`src/rtl/pred_decoder.sv`:
```
// pred_decoder: picks the index of the largest element of a vector of
// IEEE-754 single-precision logits. A start captures the whole vector, then
// one element is compared per cycle. The winning index and a one-hot float
// vector (1.0 at the winner, 0.0 elsewhere) are registered when the scan ends.
//
// Ports
//   clk          clock; all state changes on its rising edge
//   rst          asynchronous active-high reset
//   start        decode request; sampled only in IDLE
//   pred         logits; element k in bits [k*bw +: bw]
//   busy         high in SCAN and DONE
//   done         one-cycle pulse while in DONE; result valid
//   char_idx     index of the winning element
//   char_onehot  one-hot float vector of the winner
//
// state | meaning
// IDLE  | waiting for start; outputs hold the last result
// SCAN  | comparing captured element cnt against the running best
// DONE  | result registered, done high for this single cycle
module pred_decoder #(
   parameter int enc = 27,
   parameter int bw  = 32
) (
   input  logic              clk,
   input  logic              rst,
   input  logic              start,
   input  logic [bw*enc-1:0] pred,
   output logic              busy,
   output logic              done,
   output logic [4:0]        char_idx,
   output logic [bw*enc-1:0] char_onehot
);

   localparam logic [1:0]    ST_IDLE  = 2'd0;
   localparam logic [1:0]    ST_SCAN  = 2'd1;
   localparam logic [1:0]    ST_DONE  = 2'd2;
   localparam logic [4:0]    LAST_IDX = 5'(enc - 1);
   localparam logic [bw-1:0] ONE_F    = bw'(32'h3F800000);

   logic [1:0]        state_q, state_d;
   logic [bw*enc-1:0] cap_q, cap_d;
   logic [bw-1:0]     best_q, best_d;
   logic [4:0]        best_idx_q, best_idx_d;
   logic [4:0]        cnt_q, cnt_d;
   logic [4:0]        char_idx_q, char_idx_d;
   logic [bw*enc-1:0] char_onehot_q, char_onehot_d;

   logic [bw-1:0]     cand;
   logic              take;
   logic [4:0]        scan_idx;
   logic [bw*enc-1:0] onehot_next;

   function automatic logic is_nan(input logic [bw-1:0] v);
      return (v[30:23] == 8'hFF) && (v[22:0] != 23'd0);
   endfunction

   // Strict a > b. NaN loses to everything (a NaN best is always replaced),
   // +0 and -0 compare equal, otherwise plain sign-magnitude ordering, which
   // also orders infinities correctly.
   function automatic logic f_gt(input logic [bw-1:0] a, input logic [bw-1:0] b);
      logic [30:0] ma;
      logic [30:0] mb;
      ma = a[30:0];
      mb = b[30:0];
      if (is_nan(a)) return 1'b0;
      if (is_nan(b)) return 1'b1;
      if ((ma == 31'd0) && (mb == 31'd0)) return 1'b0;
      if (a[31] != b[31]) return b[31];
      if (!a[31]) return ma > mb;
      return ma < mb;
   endfunction

   always_comb begin
      cand     = cap_q[int'(cnt_q)*bw +: bw];
      take     = f_gt(cand, best_q);
      scan_idx = take ? cnt_q : best_idx_q;
   end

   always_comb begin
      onehot_next = '0;
      for (int k = 0; k < enc; k++) begin
         if (5'(k) == scan_idx) onehot_next[k*bw +: bw] = ONE_F;
      end
   end

   always_comb begin
      state_d       = state_q;
      cap_d         = cap_q;
      best_d        = best_q;
      best_idx_d    = best_idx_q;
      cnt_d         = cnt_q;
      char_idx_d    = char_idx_q;
      char_onehot_d = char_onehot_q;
      case (state_q)
         ST_IDLE: begin
            if (start) begin
               cap_d      = pred;
               best_d     = pred[bw-1:0];
               best_idx_d = 5'd0;
               cnt_d      = 5'd1;
               state_d    = ST_SCAN;
            end
         end
         ST_SCAN: begin
            if (take) begin
               best_d     = cand;
               best_idx_d = cnt_q;
            end
            // The result is registered on the same edge that leaves SCAN so it
            // includes the final element's compare.
            if (cnt_q == LAST_IDX) begin
               state_d       = ST_DONE;
               cnt_d         = 5'd0;
               char_idx_d    = scan_idx;
               char_onehot_d = onehot_next;
            end else begin
               cnt_d = cnt_q + 5'd1;
            end
         end
         ST_DONE: state_d = ST_IDLE;
         default: state_d = ST_IDLE;
      endcase
   end

   always_ff @(posedge clk or posedge rst) begin
      if (rst) begin
         state_q       <= ST_IDLE;
         cap_q         <= '0;
         best_q        <= '0;
         best_idx_q    <= '0;
         cnt_q         <= '0;
         char_idx_q    <= '0;
         char_onehot_q <= '0;
      end else begin
         state_q       <= state_d;
         cap_q         <= cap_d;
         best_q        <= best_d;
         best_idx_q    <= best_idx_d;
         cnt_q         <= cnt_d;
         char_idx_q    <= char_idx_d;
         char_onehot_q <= char_onehot_d;
      end
   end

   // Decoded straight from the state so reset clears them without waiting a clock.
   assign busy        = (state_q != ST_IDLE);
   assign done        = (state_q == ST_DONE);
   assign char_idx    = char_idx_q;
   assign char_onehot = char_onehot_q;

endmodule
```
`config.mk`:
```
export PLATFORM = sky130hd
export DESIGN_NAME = pred_decoder
export DESIGN_NICKNAME = d
export VERILOG_FILES = /design/src/rtl/pred_decoder.sv
export SDC_FILE = /design/constraint.sdc
export NUM_CORES = 2
export LEC_CHECK = 0
export BUFFER_PORTS_ARGS = -buffer_cell sky130_fd_sc_hd__buf_2
export CAP_MARGIN = 20
export CORE_AREA = 2 2 671 673
export DETAILED_ROUTE_END_ITERATION = 10
export DIE_AREA = 0 0 673 675
export PLACE_DENSITY = 0.3
export SLEW_MARGIN = 20
export SYNTH_ARGS = -nofsm -noshare
export SYNTH_HDL_FRONTEND = slang
export SYNTH_SLANG_ARGS = --single-unit
```
`constraint.sdc`:
```
create_clock -name clk -period 26.7 [get_ports clk]
set_input_delay 1.335 -clock clk [delete_from_list [all_inputs] [get_ports clk]]
set_output_delay 1.335 -clock clk [all_outputs]
set_load 0.05 [all_outputs]
```
==> impl_metrics.py <==
metrics = {
    "clocking": {
        "post-cts-setup-buffers": 0,
        "insertion_delay_ns": 0.86,
        "htree_levels": 4,
        "cts_sinks": 940,
        "cts_hold_buffers": 0,
        "cts_made_buffers": 135,
        "cts_tree": "yes",
        "clock-root-buffer": "clkbuf_16",
        "cts.clk_slew.worst_paths_ns": 0.06,
        "ctsLongestPathBuffers": 4,
        "cts_resized": 0,
    },
    "timing": {
        "slew_headroom_pct": 17.8,
        "rsz0062_at_grt": "false",
        "tns_ns": 0,
        "worst_pin_slew_ns": 1.23,
        "slew_viol_final": 0,
        "skew_ns": 0.0839,
        "fmax_mhz": 126,
        "fin_crit_ns": 7.97,
        "setup_viol": 0,
        "finalHoldViolCount": 0,
        "finalCritPeriodShare_pct": 29.8,
    },
    "power_and_ir_drop": {
        "irDropWorstVdd_v": 0.0000958,
        "leakagePower_uw": 0.0316,
        "p_per_area_mw_per_mm2": 131,
    },
    "synthesis": {
        "synth_top_area_share_pct": 47.4,
        "post-synth-top-count-cell": "nand2_1",
        "synth_common_cells": "nand2_1 (2599), dfrtp_1 (940), buf_4 (844)",
        "ys_seq_area_share_pct": 47.4,
        "synth.area.top_cells": "dfrtp_1 (47%), nand2_1 (20%), buf_4 (13%), mux4_2 (7.3%), mux2i_1 (2.2%)",
        "ys_types": 59,
        "yosys.area.top_type": "dfrtp_1",
        "syn_inst": 5517,
        "ys_seq_elements": 940,
        "synth_edf_count": 0,
        "synthArstFlopShare_pct": 100,
        "postSynthAreaPerCell_um2": 8.99,
        "ys_dominant_reg_cell": "dfrtp_1",
        "netlist_area_mm2": 0.0496,
        "ys_warn_count": 0,
    },
    "setup_path": {
        "worstReg2RegStart": "cnt_q[0]",
        "cp_max_fo": 41,
        "crit_required_ns": 27.34,
        "worst_r2r_path_depth": 20,
        "regToRegEndpoint": "best_q[2]",
        "cp.arrival_ns": 8.60,
        "path_class": "flop to flop",
        "endpoint": "best_q[2]",
        "cp-start-kind": "flop",
        "end_kind": "flop",
        "crit_start": "cnt_q[0]",
        "r2r_slack_ns": 18.73,
    },
    "floorplan": {
        "start_util_pct": 11.1,
        "floorplan.rows": 246,
        "design.die.area_mm2": 0.454,
        "coreArea_mm2": 0.447,
        "dieWidth_um": 673,
        "die_h_um": 675,
        "io_pins": 1738,
    },
    "layout": {
        "final_nets": 7244,
        "drive_gt1_share_pct": 24.2,
        "final_util_pct": 14.0,
        "syn_to_final_growth_pct": 26.0,
        "fin_cells": 12430,
    },
    "grt": {
        "grt_pass1_vias": 41001,
        "grt_max_degree": 187,
        "grt.total_usage_pct": 12.7,
        "grt_overflow": 0,
        "antenna_found_initial": 178,
        "grt_pass1_wl_um": 387000,
    },
    "routing": {
        "drt_first_pass_iters": 6,
        "drt-total-wl_um": 299000,
        "avgRoutedWirePerCell_um": 24.1,
        "vias": 40626,
        "via_per_inst": 3.27,
        "remaining_drc_errors": 0,
        "drtAntennaViolNets": 0,
        "drt_iter0_markers": 2646,
    },
    "hold_path": {
        "hold_class": "flop to flop",
        "hold_depth": 2,
        "hp-start": "cap_q[459]",
    },
    "run": {
        "drv_cap": 0,
    },
    "placement": {
        "place_inst": 12157,
        "place.gp.congestion": 0.871,
        "dpl.hpwl_um": 242000,
        "numPortBuffers": 1062,
    },
    "run_status": {
        "status": "completed",
    },
}
## state kept, by name, indices dropped and copies added, names as in the netlist
register,flops
cap_q,864
best_q,32
char_onehot,27
best_idx_q,5
char_idx,5
cnt_q,5
state_q,2
## routing by layer
metal  part of all wire, %  global-route usage (%)
met1                    40                    15.2
met2                    51                    22.7
met3                   4.6                    1.76
met4                   4.4                    4.76
met5                 0.029                       0
## power breakdown
| part | switching [µW] | internal, µW | total (µW) |
|---|---|---|---|
| logic | 2520 | 1230 | 3750 |
| clock network | 761 | 1030 | 1800 |
| registers | 546 | 2080 | 2630 |
## how the worst min path moves through the flow
stage          slack, ns         end
2_1_floorplan       0.44  cap_q[803]
3_3_place_gp        0.45    cap_q[2]
3_5_place_dp        0.46  cap_q[463]
4_1_cts             0.47  cap_q[463]
5_1_grt             0.48  cap_q[633]
6_report            0.47  cap_q[459]
## per-stage QoR
step / power (µW) / hold slack (ns) / worst slack (ns) / cell area (µm²)
final: 8170 / 0.466 / 18.73 / 62500
after global routing: 8720 / 0.484 / 18.07 / 62400
after CTS: 8420 / 0.472 / 18.42 / 62300
after detailed placement: 6540 / 0.457 / 18.51 / 58100
after global placement: 6540 / 0.453 / 18.40 / 58100
after floorplan: 4750 / 0.440 / 12.43 / 52100
## area by class of cell
class | instances | area, µm²
antenna | 44 | 110
clock buffer | 190 | 3790
clock inverter | 37 | 424
fill | 51247 | 385000
inverter | 47 | 180
multi-input combinational | 4075 | 21000
sequential | 940 | 23500
tap | 5952 | 7450
timing repair buffer | 1145 | 6040
## cell usage in the layout (no fill, tap or decap), types with 10 or more instances in the layout
cell type,count
nand4_1,14
a221o_1,30
nand3_1,26
clkbuf_8,21
buf_2,1062
ha_1,33
o22ai_1,18
dfrtp_1,935
conb_1,675
nor4_1,10
clkbuf_1,34
nor2b_1,12
nor2_1,35
mux4_2,161
clkbuf_16,135
nand2_1,2598
clkinv_2,13
a21o_1,46
o21ai_0,38
mux2i_1,105
a22oi_1,42
diode_2,44
a21oi_1,39
buf_4,73
a22o_1,16
a221oi_1,15
inv_1,45
mux2_2,20
o211ai_1,11
and3_1,31
## worst max-delay path: stages, from the launching register on
cell and delay [ns]:
dfrtp_4 0.83, buf_4 0.71, buf_4 0.68, buf_4 0.82, mux4_2 0.61, mux2i_1 0.19
o22ai_1 0.36, a221oi_1 0.53, inv_1 0.12, ha_1 0.20, a21o_1 0.18, a21o_1 0.18
a21oi_1 0.14, o21ai_0 0.13, o21ai_0 0.28, nand2_1 0.10, a32oi_1 0.23, o211ai_2 0.10
buf_4 0.23, nor2_4 0.81, a221oi_1 0.24
## cell families (layout without fill, tap and decap cells)
group / count (synthesis) / after routing / share of synthesized area (%)
simple gates: 2773 / 2773 / 21.6
buf+inv: 1176 / 1419 / 15.6
flops: 940 / 940 / 47.4
compound gates: 304 / 304 / 4.47
mux: 289 / 289 / 9.95
fa+ha+maj: 33 / 33 / 0.833
other cells: 1 / 719 / 0.00756
xor+xnor: 1 / 1 / 0.0177
No activity file was read; power rests on OpenSTA's default activity.
